File: src/rtl/riscvsoc_mem_arbiter.sv
// Round-robin arbiter that shares one memory port between the core data port (m0) and the fetch port (m1).
// An in-order owner FIFO steers each read response back to the master that issued the read.
module riscvsoc_mem_arbiter #(
  parameter int ADDR_W  = 32,
  parameter int DATA_W  = 32,
  parameter int MAX_OUT = 4
) (
  input  logic                  clk,
  input  logic                  reset,
  input  logic                  m0_req,
  input  logic                  m0_we,
  input  logic [ADDR_W-1:0]     m0_addr,
  input  logic [DATA_W-1:0]     m0_wdata,
  input  logic [DATA_W/8-1:0]   m0_wmask,
  output logic                  m0_ack,
  output logic                  m0_rvalid,
  output logic [DATA_W-1:0]     m0_rdata,
  input  logic                  m1_req,
  input  logic                  m1_we,
  input  logic [ADDR_W-1:0]     m1_addr,
  input  logic [DATA_W-1:0]     m1_wdata,
  input  logic [DATA_W/8-1:0]   m1_wmask,
  output logic                  m1_ack,
  output logic                  m1_rvalid,
  output logic [DATA_W-1:0]     m1_rdata,
  output logic                  mem_req,
  output logic                  mem_we,
  output logic [ADDR_W-1:0]     mem_addr,
  output logic [DATA_W-1:0]     mem_wdata,
  output logic [DATA_W/8-1:0]   mem_wmask,
  input  logic                  mem_ready,
  input  logic                  mem_rvalid,
  input  logic [DATA_W-1:0]     mem_rdata,
  output logic                  err
);

  localparam int PTR_W = $clog2(MAX_OUT);
  localparam int CNT_W = $clog2(MAX_OUT + 1);
  localparam logic [CNT_W-1:0] MAX_CNT = CNT_W'(MAX_OUT);

  typedef enum logic {FAV_M0 = 1'b0, FAV_M1 = 1'b1} rr_t;

  rr_t              rr_q, rr_d;
  logic [MAX_OUT-1:0] owner_q;
  logic [PTR_W-1:0] wr_ptr_q, rd_ptr_q;
  logic [CNT_W-1:0] cnt_q;
  logic             err_q;

  logic pop, can_accept, elig0, elig1, grant1, accept, push, head;

  // A pop in the same cycle frees a slot, so a full FIFO can still admit a read.
  always_comb begin
    pop        = mem_rvalid & (cnt_q != '0);
    can_accept = (cnt_q < MAX_CNT) | pop;
    elig0      = m0_req & (m0_we | can_accept);
    elig1      = m1_req & (m1_we | can_accept);
    grant1     = elig1 & (~elig0 | (rr_q == FAV_M1));
    head       = owner_q[rd_ptr_q];
  end

  always_ff @(posedge clk) begin
    if (reset) begin
      rr_q <= FAV_M0;
    end else begin
      rr_q <= rr_d;
    end
  end

  // Pointer only moves on an accepted transfer, so a mem_ready stall keeps the grant.
  always_comb begin
    rr_d = rr_q;
    if (accept) begin
      rr_d = grant1 ? FAV_M0 : FAV_M1;
    end
  end

  always_comb begin
    mem_req   = elig0 | elig1;
    mem_we    = 1'b0;
    mem_addr  = '0;
    mem_wdata = '0;
    mem_wmask = '0;
    if (mem_req) begin
      if (grant1) begin
        mem_we    = m1_we;
        mem_addr  = m1_addr;
        mem_wdata = m1_wdata;
        mem_wmask = m1_wmask;
      end else begin
        mem_we    = m0_we;
        mem_addr  = m0_addr;
        mem_wdata = m0_wdata;
        mem_wmask = m0_wmask;
      end
    end
    accept    = mem_req & mem_ready;
    push      = accept & ~mem_we;
    m0_ack    = accept & ~grant1;
    m1_ack    = accept & grant1;
    m0_rvalid = pop & ~head;
    m1_rvalid = pop & head;
    m0_rdata  = mem_rdata;
    m1_rdata  = mem_rdata;
  end

  always_ff @(posedge clk) begin
    if (reset) begin
      cnt_q    <= '0;
      wr_ptr_q <= '0;
      rd_ptr_q <= '0;
      err_q    <= 1'b0;
    end else begin
      if (push) wr_ptr_q <= wr_ptr_q + PTR_W'(1);
      if (pop)  rd_ptr_q <= rd_ptr_q + PTR_W'(1);
      case ({push, pop})
        2'b10:   cnt_q <= cnt_q + CNT_W'(1);
        2'b01:   cnt_q <= cnt_q - CNT_W'(1);
        default: cnt_q <= cnt_q;
      endcase
      if (mem_rvalid & (cnt_q == '0)) err_q <= 1'b1;
    end
  end

  // Owner slots are plain storage; validity comes from the pointers and count.
  always_ff @(posedge clk) begin
    if (push) owner_q[wr_ptr_q] <= grant1;
  end

  assign err = err_q;

endmodule

File: config.mk
export PLATFORM = sky130hd
export DESIGN_NAME = riscvsoc_mem_arbiter
export DESIGN_NICKNAME = d
export VERILOG_FILES = /design/src/rtl/riscvsoc_mem_arbiter.sv
export SDC_FILE = /design/constraint.sdc
export NUM_CORES = 1
export LEC_CHECK = 0
export BUFFER_PORTS_ARGS = -buffer_cell sky130_fd_sc_hd__buf_4
export CAP_MARGIN = 20
export CORE_AREA = 10 10 115 117
export DETAILED_ROUTE_END_ITERATION = 8
export DIE_AREA = 0 0 125 127
export PLACE_DENSITY = 0.68
export SKIP_LAST_GASP = 1
export SLEW_MARGIN = 25
export SYNTH_ARGS = -nofsm -noshare
export SYNTH_HDL_FRONTEND = slang
export SYNTH_SLANG_ARGS = --single-unit
File: constraint.sdc
create_clock -name clk -period 6.75 [get_ports clk]
set_clock_uncertainty 0.2 [all_clocks]
set_input_delay 0.675 -clock clk [delete_from_list [all_inputs] [get_ports clk]]
set_output_delay 0.675 -clock clk [all_outputs]
set_load 0.005 [all_outputs]
Yosys cells after proc, flatten, opt, wreduce, memory -nomap -nowiden
Index checks and enable logic that the tools add are counted.

Word-level logic and storage cells: 55. Output and inout bits: 139. Register bits after elaboration: 13.

Magnitude comparators: 4. Mux-type cells: 15. Reductions and logical operators: 4. Add/sub/neg operators: 4. Equal/unequal tests: 2. Bitwise operators: 20.

Operators with widths (count): $mux W32 (4); $and A1 B1 Y1 (11); $mux W4 (2); $lt A2 B3 Y1 const B (2); $pmux W3 S2 (1); $mux W1 (5); $or A1 B1 Y1 (5); $add A2 B1 Y2 const B (2); $bwmux W4 (1); $not A1 Y1 (4); $add A3 B1 Y3 const B (1); $logic_not A3 Y1 (1); $lt A3 B3 Y1 const B (1); $reduce_bool A3 Y1 (1); $sub A3 B1 Y3 const B (1); $bmux W1 S2 (1); $demux W1 S2 (1); $eq A2 B1 Y1 const B (1); $eq A2 B2 Y1 const B (1); $ge A2 B1 Y1 const B (1); $reduce_bool A2 Y1 (1); $logic_and A1 B1 Y1 (1).

Longest topological paths before layout
Gate-level depths: netlist (run 1).

Word-level depth: 14. Depth in mapped cells: 9. Depth with buffers taken out: 9.

Worst setup path after synthesis (run 1)
No wires, ideal clock.

Path kind: in2reg. From: in m0_we. To: reg cnt_q[2]. Path slack: 4.213 ns. Arrival: 2.266 ns. Path buffers: 0. Stages on the path: 8. Cells stage by stage: nand3b_1 > a21oi_2 > inv_1 > ha_1 > fa_1 > xnor2_1 > or3_1 > a21oi_1.

Cells in the longest elaborated chain, start to end: 11. Elaborated cells on any way between the ends: 15. Classes of those cells: eq/ne (2); mux (3); bitwise (9); reduce/logical (1).

Ends and longest elaborated chain: start: declaration (line 11) `input logic m0_we,`; $or A1 B1 Y1 (line 55) `elig0 = m0_req & (m0_we | can_accept);`; $and A1 B1 Y1 (line 55); $not A1 Y1 (line 57) `grant1 = elig1 & (~elig0 | (rr_q == FAV_M1));`; $or A1 B1 Y1 (line 57); $and A1 B1 Y1 (line 57); $mux W1 (line 84) `if (grant1) begin`; $mux W1 (line 83) `if (mem_req) begin`; $not A1 Y1 (line 97) `push = accept & ~mem_we;`; $and A1 B1 Y1 (*) (line 97); $eq A2 B1 Y1 or $eq A2 B2 Y1 (tied branches) (line 115) `case ({push, pop})`; $pmux W3 S2 or $reduce_bool A2 Y1 (tied branches); end signal: assignment (line 116) `2'b10: cnt_q <= cnt_q + CNT_W'(1);`; end signal: assignment (line 117) `2'b01: cnt_q <= cnt_q - CNT_W'(1);`; end signal: assignment (line 118) `default: cnt_q <= cnt_q;`; end: declaration (line 46) `logic [CNT_W-1:0] cnt_q;`.

Mark *: on every way between the ends. The rest lies on a longest branch, timed or not. A chain may end at the register's enable or synchronous reset.

Final worst setup path (run 1)
From: in m0_we. To: out mem_wdata[16].

Cells in the longest elaborated chain, start to end: 7. Elaborated cells on any way between the ends: 8. Classes of those cells: mux (2); bitwise (6).

Ends and longest elaborated chain: $or A1 B1 Y1 (*) (line 55); $and A1 B1 Y1 (*) (line 55); $not A1 Y1 (line 57); $or A1 B1 Y1 (line 57); $and A1 B1 Y1 (line 57); $mux W32 (line 84); $mux W32 (*) (line 83); end: declaration (line 29) `output logic [DATA_W-1:0] mem_wdata,`.

Marks and branches as above.

==> flow_metrics.env, run 1 <==
export IMPL_status="complete, no violations"
export IMPL_cp_slowest_stage_delay_ns=0.62
export IMPL_critPathSlowestCell="buf_4"
export IMPL_die_area_um2=15880
export IMPL_core_area_um2=11130
export IMPL_insertion_delay_ns=0.24
export IMPL_cts_clk_slew_worst_paths_ns=0.04
export IMPL_diodes=0
export IMPL_start_util_pct=18.15
export IMPL_design_area_um2=3268
export IMPL_dpl_hpwl_um=9122
export IMPL_critPathMaxFanout=77
export IMPL_leakage_nw=1.657
export IMPL_synth_area_per_cell_um2=8.975
export IMPL_postSynthCellCount=225
export IMPL_cp_required_ns=5.88
export IMPL_root_buffer="clkbuf_16"
export IMPL_syn_area_um2=2019
export IMPL_setup_viol=0
export IMPL_min_period_over_period_pct=47.79
export IMPL_crit_arrival_ns=2.35
export IMPL_wl_um=10710
export IMPL_ios=315
export IMPL_vias=2282
export IMPL_cap_violations=0
export IMPL_drc=0
export IMPL_grt_pass1_wl_um=15170
export IMPL_rsz0062_at_grt="false"
export IMPL_fin_setup_tns_ns=0
export IMPL_layout_commonest_cell="buf_4"
export IMPL_finalMaxSlewViolations=0
export IMPL_drtPass1Iterations=4
export IMPL_synth_edf_count=4
export IMPL_seqCellArea_um2=300.3
export IMPL_synth_flop_cell="dfxtp_1"
export IMPL_ctsHoldBuffers=0
export IMPL_power_density_nw_per_um2=160.9
export IMPL_crit_path_start_kind="primary input"
export IMPL_worstSetupPathType="primary input to primary output"
export IMPL_dr_first_iter_drc_count=186
export IMPL_multiInputGateArea_um2=1051
export IMPL_max_slew_margin_rel_pct=46.37
export IMPL_worst_pin_slew_ns=0.8044
export IMPL_grt_max_degree=78
export IMPL_grt_pass1_vias=2280
export IMPL_peakVddDrop_uv=198.6
export IMPL_crit_chain="buf_4 > nor3b_1 > o221a_2 > buf_4 > a22o_1 > buf_4"
export IMPL_cts_resized_gates=0
export IMPL_wl_per_cell_um=20.96
export IMPL_place_area_um2=3189
export IMPL_cts_made_buffers=3
export IMPL_crit_top_cell="buf_4"
export IMPL_fp_dieH_um=127
export IMPL_cts_setup_buffers=0
export IMPL_fmax_ghz=0.3100
export IMPL_antenna_left=0
export IMPL_async_reset_ff_share_pct=0
export IMPL_final_cell_mix="buf_4 (219), a22o_1 (68), nor2_1 (9), dfxtp_1 (9), nand2_1 (7)"
export IMPL_cts_tree="built"
export IMPL_row_count=39
export IMPL_ys_types=38
export IMPL_synth_seq_cells=13
export IMPL_worstSetupEndpointType="primary output"
export IMPL_cts_sinks=13
export IMPL_seq_area_frac_synth_pct=14.87
export IMPL_viasPerCell=4.466
export IMPL_ys_warn_count=0
export IMPL_grt_total_usage_pct=11.88
export IMPL_cts_buffer_depth=2
export IMPL_hold_viol_final=0
export IMPL_cts_max_level=1
export IMPL_gp_congestion=0.8971
export IMPL_area_growth_syn_to_layout_pct=61.83
export IMPL_fin_crit_ns=3.226
export IMPL_die_x_um=125
export IMPL_antenna_found_initial=0
export IMPL_overflow=0
export IMPL_portBuffers=218
export IMPL_final_nets=551
export IMPL_drive_gt1_share_pct=62.50
export IMPL_hold_class="flip-flop to flip-flop"
export IMPL_syn_nets=407
export IMPL_fill_cells=1188
==> report_power, final <==
group | switching, mW | internal (mW)
sequential | 0.0143 | 0.0940
combinational | 0.126 | 0.183
clock | 0.0292 | 0.0793
total | 0.169 | 0.357
==> registers in the layout, indices dropped and copies added, names as in the netlist <==
signal and count:
rr_q 1, rd_ptr_q 2, cnt_q 3, owner_q 4, err 1, wr_ptr_q 2
==> cell usage after synthesis (2+ instances only) <==
master,instances,area (um2)
buf_6,5,56.30
edfxtp_1,4,120.1
a22o_1,68,595.6
buf_8,3,45.04
a21oi_1,2,10.01
nor2_1,9,33.78
buf_2,4,20.02
nor2b_1,2,12.51
xor2_1,2,17.52
nand2b_1,3,18.77
ha_1,5,62.56
nand3b_1,3,22.52
buf_12,2,40.04
buf_4,64,480.5
inv_1,4,15.01
o21ai_1,2,10.01
mux2i_1,2,20.02
xnor2_1,2,17.52
nand2_1,7,26.28
dfxtp_1,9,180.2
and2_1,6,37.54
==> worst max-delay path, delay by kind of cell <==
kind                   cells  cell delay (ns)
buffers and inverters      3             0.90
AO/OA/AOI/OAI              2             0.52
AND/OR/NAND/NOR            1             0.22
==> worst paths after layout <==
| path | from | to | slack, ns | depth (start not counted) |
|---|---|---|---|---|
| setup / recovery | m0_we | mem_wdata[16] | 3.52 | 6 |
| hold reg to reg | err | err | 0.27 | 2 |
| setup reg to reg | rr_q | cnt_q[2] | 4.26 | 9 |
| hold / removal | err | err | 0.27 | 2 |
==> cell type report <==
cell class	count	share of cell area, %
clock buffers	4	2.412
repair buffers	219	50.31
well taps	143	5.475
flip-flops and latches	13	9.188
multi-input cells	128	32.16
inverters	4	0.4594
==> stage by stage <==
stage	util, %	worst slack (ns)	hold slack [ns]	power, mW	cells
5_1_grt	29.37	3.451	0.3355	0.5590	511
3_5_place_dp	28.67	3.556	0.2724	0.4203	507
4_1_cts	29.37	3.546	0.2824	0.5337	511
6_report	29.37	3.524	0.2733	0.5259	511
2_1_floorplan	-	4.213	0.2604	0.2855	225
3_3_place_gp	28.67	3.543	0.2661	0.4174	507
==> cells by family (layout without fill, tap and decap cells) <==
group | Yosys count | count (layout) | synth area share, %
AOI/OAI and AO/OA | 80 | 80 | 34.45
DFF | 13 | 13 | 14.87
and+or+nand+nor | 34 | 34 | 9.108
buffers and inverters | 84 | 227 | 33.08
xor gates and xnor gates | 4 | 4 | 1.735
adders and majority gates | 6 | 6 | 4.089
muxes | 4 | 4 | 2.664
==> per-layer routing <==
metal / track usage (%) / vias to the layer above / wire length [um]
met2: 20.83 / 176 / 5383
met3: 4.136 / 8 / 1079
met1: 14.07 / 1048 / 4214
li1: - / 1050 / -
met5: 0 / - / 0
met4: 1.423 / 0 / 34
Note: power is estimated with default switching activity, not from simulation.
==> run 2, diff against run 1 <==
--- a/config.mk
+++ b/config.mk
@@ -10,7 +10,7 @@
 export CORE_AREA = 10 10 115 117
 export DETAILED_ROUTE_END_ITERATION = 8
 export DIE_AREA = 0 0 125 127
-export PLACE_DENSITY = 0.68
+export PLACE_DENSITY = 0.7
 export SKIP_LAST_GASP = 1
 export SLEW_MARGIN = 25
 export SYNTH_ARGS = -nofsm -noshare
==> constraint.sdc (replaced) <==
create_clock -name clk -period 2.9 [get_ports clk]
set_clock_uncertainty 0.2 [all_clocks]
set_input_delay 0.29 -clock clk [delete_from_list [all_inputs] [get_ports clk]]
set_output_delay 0.29 -clock clk [all_outputs]
set_load 0.005 [all_outputs]
==> run 2 against run 1 <==
  * Power grew 140%
  * First-iteration DRC count shrank 49%
  * Clock power grew 140%
  * Critical path type is now flip-flop to flip-flop
  * Highest routed layer unchanged
==> flow_metrics.env, run 2 (synthesis gave the netlist of run 1 again) <==
export IMPL_status="complete, no violations"
export IMPL_hold_end="cnt_q[2]"
export IMPL_final_nets=552
export IMPL_root_buffer="clkbuf_16"
export IMPL_grt_max_degree=78
export IMPL_dpl_hpwl_um=9725
export IMPL_grt_pass1_vias=2331
export IMPL_min_period_over_period_pct=84.06
export IMPL_layout_commonest_cell="buf_4"
export IMPL_finalMaxSlewViolations=0
export IMPL_area_growth_syn_to_layout_pct=63.45
export IMPL_start_util_pct=18.15
export IMPL_instances_no_fill=512
export IMPL_design_area_um2=3301
export IMPL_cap_violations=0
export IMPL_crit_chain="nand2b_1 > nand3b_1 > a21oi_2 > inv_1 > ha_1 > fa_1 > xnor2_1 > or3_1 > a21oi_1"
export IMPL_antenna_left=0
export IMPL_cts_max_level=1
export IMPL_min_path_cells=2
export IMPL_cts_setup_buffers=0
export IMPL_row_count=39
export IMPL_cts_made_buffers=3
export IMPL_overflow=0
export IMPL_gp_congestion=0.9163
export IMPL_portBuffers=218
export IMPL_r2r_end="cnt_q[2]"
export IMPL_fin_setup_tns_ns=0
export IMPL_ctsHoldBuffers=0
export IMPL_drc=0
export IMPL_grt_total_usage_pct=12.68
export IMPL_cp_slowest_stage_delay_ns=0.39
export IMPL_crit_arrival_ns=2.41
export IMPL_diodes=0
export IMPL_setup_viol=0
export IMPL_cts_tree="built"
export IMPL_critPathSlowestCell="fa_1"
export IMPL_die_area_um2=15880
export IMPL_ios=315
export IMPL_cts_resized_gates=0
export IMPL_r2r_start="rr_q"
export IMPL_viasPerCell=4.484
export IMPL_ff2ff_path_depth=9
export IMPL_crit_path_start_kind="flip-flop"
export IMPL_die_x_um=125
export IMPL_fin_crit_ns=2.438
export IMPL_largest_reg_flops=4
export IMPL_insertion_delay_ns=0.24
export IMPL_rsz0062_at_grt="false"
export IMPL_critPathLaunch="rr_q"
export IMPL_drive_gt1_share_pct=62.60
export IMPL_post_place_ws_ns=0.4092
export IMPL_hold_start="reset"
export IMPL_wl_um=11420
export IMPL_regToRegSetupSlack_ns=0.46
export IMPL_dr_first_iter_drc_count=94
export IMPL_fmax_ghz=0.4102
export IMPL_power_density_nw_per_um2=380.2
export IMPL_setup_ws_ns=0.4622
export IMPL_cts_buffer_depth=2
export IMPL_fp_dieH_um=127
export IMPL_core_area_um2=11130
export IMPL_grt_pass1_wl_um=15950
export IMPL_peakVddDrop_uv=330.1
export IMPL_regMostFlops="owner_q"
export IMPL_wl_per_cell_um=22.31
export IMPL_place_area_um2=3222
export IMPL_max_slew_margin_rel_pct=68.02
export IMPL_worstSetupPathType="flip-flop to flip-flop"
export IMPL_hold_class="primary input to flip-flop"
export IMPL_post_place_cells=508
export IMPL_top_regs="owner_q (4), cnt_q (3)"
export IMPL_vias=2296
export IMPL_drtPass1Iterations=4
export IMPL_power_mw=1.255
export IMPL_cts_clk_slew_worst_paths_ns=0.05
export IMPL_leakage_nw=1.670
export IMPL_hold_viol_final=0
export IMPL_antenna_found_initial=0
export IMPL_final_cell_mix="buf_4 (218), a22o_1 (68), nor2_1 (9), dfxtp_1 (9), nand2_1 (7)"
export IMPL_cp_required_ns=2.88
export IMPL_worst_pin_slew_ns=0.4776
export IMPL_critPathMaxFanout=7
export IMPL_cts_sinks=13
export IMPL_worstSetupEndpointType="flip-flop"
-- run 2: layout make-up --
type,count,area [um2]
fillers,1213,7825
repair buffers,220,1677
multi-input cells,128,1051
flip-flops and latches,13,300.3
well taps,143,178.9
clock buffers,4,78.83
inverters,4,15.01
-- run 2: worst max-delay path, delay by kind of cell, from the launching register on --
kind	cells	cell delay (ns)
AOI/OAI and AO/OA	2	0.43
buffers and inverters	1	0.09
DFF	1	0.33
and+or+nand+nor	3	0.54
xor gates and xnor gates	1	0.14
adders and majority gates	2	0.62
-- run 2: per-stage QoR --
stage | util [%] | hold slack (ns)
floorplan | - | 0.2295
global placement | 28.96 | 0.2614
detailed placement | 28.96 | 0.2668
CTS | 29.67 | 0.1137
global route | 29.67 | 0.1277
finish | 29.67 | 0.1155
-- run 2: worst max-delay path by stage --
stage / end / slack (ns) / cells after the start
finish: cnt_q[2] / 0.46 / 9
global route: cnt_q[2] / 0.33 / 9
CTS: cnt_q[2] / 0.46 / 9
detailed placement: cnt_q[2] / 0.41 / 10
global placement: cnt_q[2] / 0.47 / 10
floorplan: cnt_q[2] / 0.68 / 9
-- run 2: power breakdown --
part | total (mW) | switching [mW] | internal, mW | leakage, nW
clock network | 0.260 | 0.0749 | 0.185 | 0.0382
registers | 0.254 | 0.0355 | 0.219 | 0.110
logic | 0.741 | 0.305 | 0.436 | 1.52
total | 1.25 | 0.415 | 0.839 | 1.67
-- run 2: metal layers --
layer	vias to the layer above	global-route usage (%)	wire length [um]
li1	1055	-	-
met1	1081	13.77	4331
met2	154	23.11	5874
met3	6	5.418	1152
met4	0	1.423	63
met5	-	0	0
==> run 3, diff against run 2 <==
--- a/config.mk
+++ b/config.mk
@@ -10,7 +10,7 @@
 export CORE_AREA = 10 10 115 117
 export DETAILED_ROUTE_END_ITERATION = 8
 export DIE_AREA = 0 0 125 127
-export PLACE_DENSITY = 0.7
+export PLACE_DENSITY = 0.68
 export SKIP_LAST_GASP = 1
 export SLEW_MARGIN = 25
 export SYNTH_ARGS = -nofsm -noshare
==> constraint.sdc (replaced) <==
create_clock -name clk -period 2.5 [get_ports clk]
set_clock_uncertainty 0.2 [all_clocks]
set_input_delay 0.25 -clock clk [delete_from_list [all_inputs] [get_ports clk]]
set_output_delay 0.25 -clock clk [all_outputs]
set_load 0.005 [all_outputs]
==> run 3 against run 2 <==
  * Power rose by 16%
  * Critical path depth fell by 3
  * Sequential cell count did not move
  * Core utilization rose by 0.34 points
  * Sequential power rose by 15%
  * Combinational power rose by 16%
  * Critical path type is now flip-flop to primary output
  * Critical endpoint is now mem_wdata[30]
==> flow_metrics.env, run 3 (synthesis gave the netlist of run 1 again) <==
export IMPL_crit_chain="nand2b_4 > o21ai_2 > o221a_4 > buf_4 > a22o_1 > buf_4"
export IMPL_cts_tree="built"
export IMPL_diodes=0
export IMPL_area_growth_syn_to_layout_pct=65.30
export IMPL_setup_ws_ns=0.1636
export IMPL_critPathSlowestCell="dfxtp_1"
export IMPL_leakage_nw=1.695
export IMPL_power_density_nw_per_um2=436.2
export IMPL_crit_arrival_ns=1.89
export IMPL_worstSetupEndpointType="primary output"
export IMPL_fmax_ghz=0.4280
export IMPL_cts_resized_gates=0
export IMPL_multiInputGateArea_um2=1051
export IMPL_worst_pin_slew_ns=0.3603
export IMPL_hold_viol_final=0
export IMPL_viasPerCell=4.458
export IMPL_fin_crit_ns=2.336
export IMPL_vias=2305
export IMPL_insertion_delay_ns=0.24
export IMPL_cts_made_buffers=3
export IMPL_dr_first_iter_drc_count=119
export IMPL_crit_top_cell="buf_4"
export IMPL_start_util_pct=18.15
export IMPL_grt_max_degree=56
export IMPL_drc=0
export IMPL_final_nets=557
export IMPL_wl_per_cell_um=20.44
export IMPL_wl_um=10570
export IMPL_fin_setup_tns_ns=0
export IMPL_seqCellArea_um2=300.3
export IMPL_antenna_left=0
export IMPL_cap_violations=0
export IMPL_finalMaxSlewViolations=0
export IMPL_grt_pass1_vias=2405
export IMPL_fp_dieH_um=127
export IMPL_max_slew_margin_rel_pct=75.87
export IMPL_drtPass1Iterations=4
export IMPL_dpl_hpwl_um=9145
export IMPL_antenna_found_initial=0
export IMPL_cts_sinks=13
export IMPL_status="complete, no violations"
export IMPL_crit_path_start_kind="flip-flop"
export IMPL_post_place_ws_ns=0.1793
export IMPL_cp_required_ns=2.05
export IMPL_grt_pass1_wl_um=15310
export IMPL_regMostFlops="owner_q"
export IMPL_cts_clk_slew_worst_paths_ns=0.04
export IMPL_top_regs="owner_q (4), cnt_q (3)"
export IMPL_cts_max_level=1
export IMPL_core_area_um2=11130
export IMPL_min_path_cells=2
export IMPL_peakVddDrop_uv=369.7
export IMPL_final_cell_mix="buf_4 (223), a22o_1 (68), nor2_1 (9), dfxtp_1 (9), nand2_1 (7)"
export IMPL_grt_total_usage_pct=11.98
export IMPL_layout_commonest_cell="buf_4"
export IMPL_ff2ff_path_depth=6
export IMPL_cts_setup_buffers=0
export IMPL_die_area_um2=15880
export IMPL_largest_reg_flops=4
export IMPL_cts_buffer_depth=2
export IMPL_min_period_over_period_pct=93.46
export IMPL_gp_congestion=0.8738
export IMPL_row_count=39
export IMPL_worstSetupPathType="flip-flop to primary output"
export IMPL_die_x_um=125
export IMPL_ctsHoldBuffers=0
export IMPL_portBuffers=218
export IMPL_cp_slowest_stage_delay_ns=0.46
export IMPL_ios=315
export IMPL_fill_cells=1171
export IMPL_root_buffer="clkbuf_16"
export IMPL_setup_viol=0
export IMPL_overflow=0
export IMPL_hold_class="primary input to flip-flop"
export IMPL_drive_gt1_share_pct=63.10
export IMPL_rsz0062_at_grt="false"
export IMPL_critPathMaxFanout=17
==> run 3: changes by cell type in the layout (fill, tap and decap cells not counted), sizes merged <==
cell,previous run,this run
buf,220,225
==> run 3: routing by layer <==
layer	GRT usage, %	vias to the layer above	routed length [um]
met5	0	-	0
met4	1.694	0	97
met3	4.136	9	863
met2	21.60	161	5428
met1	13.65	1072	4180
li1	-	1063	-
==> run 3: critical path: cells and delay by family, from the launching register on <==
family | cells | cell delay (ns)
flip-flops | 1 | 0.46
AND/OR/NAND/NOR | 1 | 0.10
AO/OA/AOI/OAI | 3 | 0.70
buffers and inverters | 2 | 0.38
==> run 3: worst paths after layout <==
path	startpoint	to	slack, ns
setup / recovery	cnt_q[2]	mem_wdata[30]	0.16
hold / removal	reset	rd_ptr_q[0]	0.06
setup reg to reg	cnt_q[2]	cnt_q[2]	0.19
hold reg to reg	err	err	0.29
==> run 3: final cells by class <==
class,instances,area share (%)
timing repair buffer,225,51.35
multi-input combinational,128,31.48
sequential,13,8.996
tap,143,5.360
clock buffer,4,2.361
inverter,4,0.4498
==> run 3: metrics by stage <==
step	hold slack, ns	cells	utilization (%)	power [mW]	area [um2]
final	0.06388	517	30.00	1.456	3338
after global routing	0.08560	517	30.00	1.558	3338
after CTS	0.06116	517	30.00	1.478	3338
after detailed placement	0.2646	513	29.30	1.168	3259
after global placement	0.2930	513	29.30	1.149	3259
after floorplan	0.1895	225	-	0.7707	2019
==> run 3: power by group <==
part           switching, mW  internal [mW]  leakage (nW)
clock                 0.0858          0.215        0.0382
combinational          0.350          0.513          1.55
sequential            0.0394          0.254         0.110
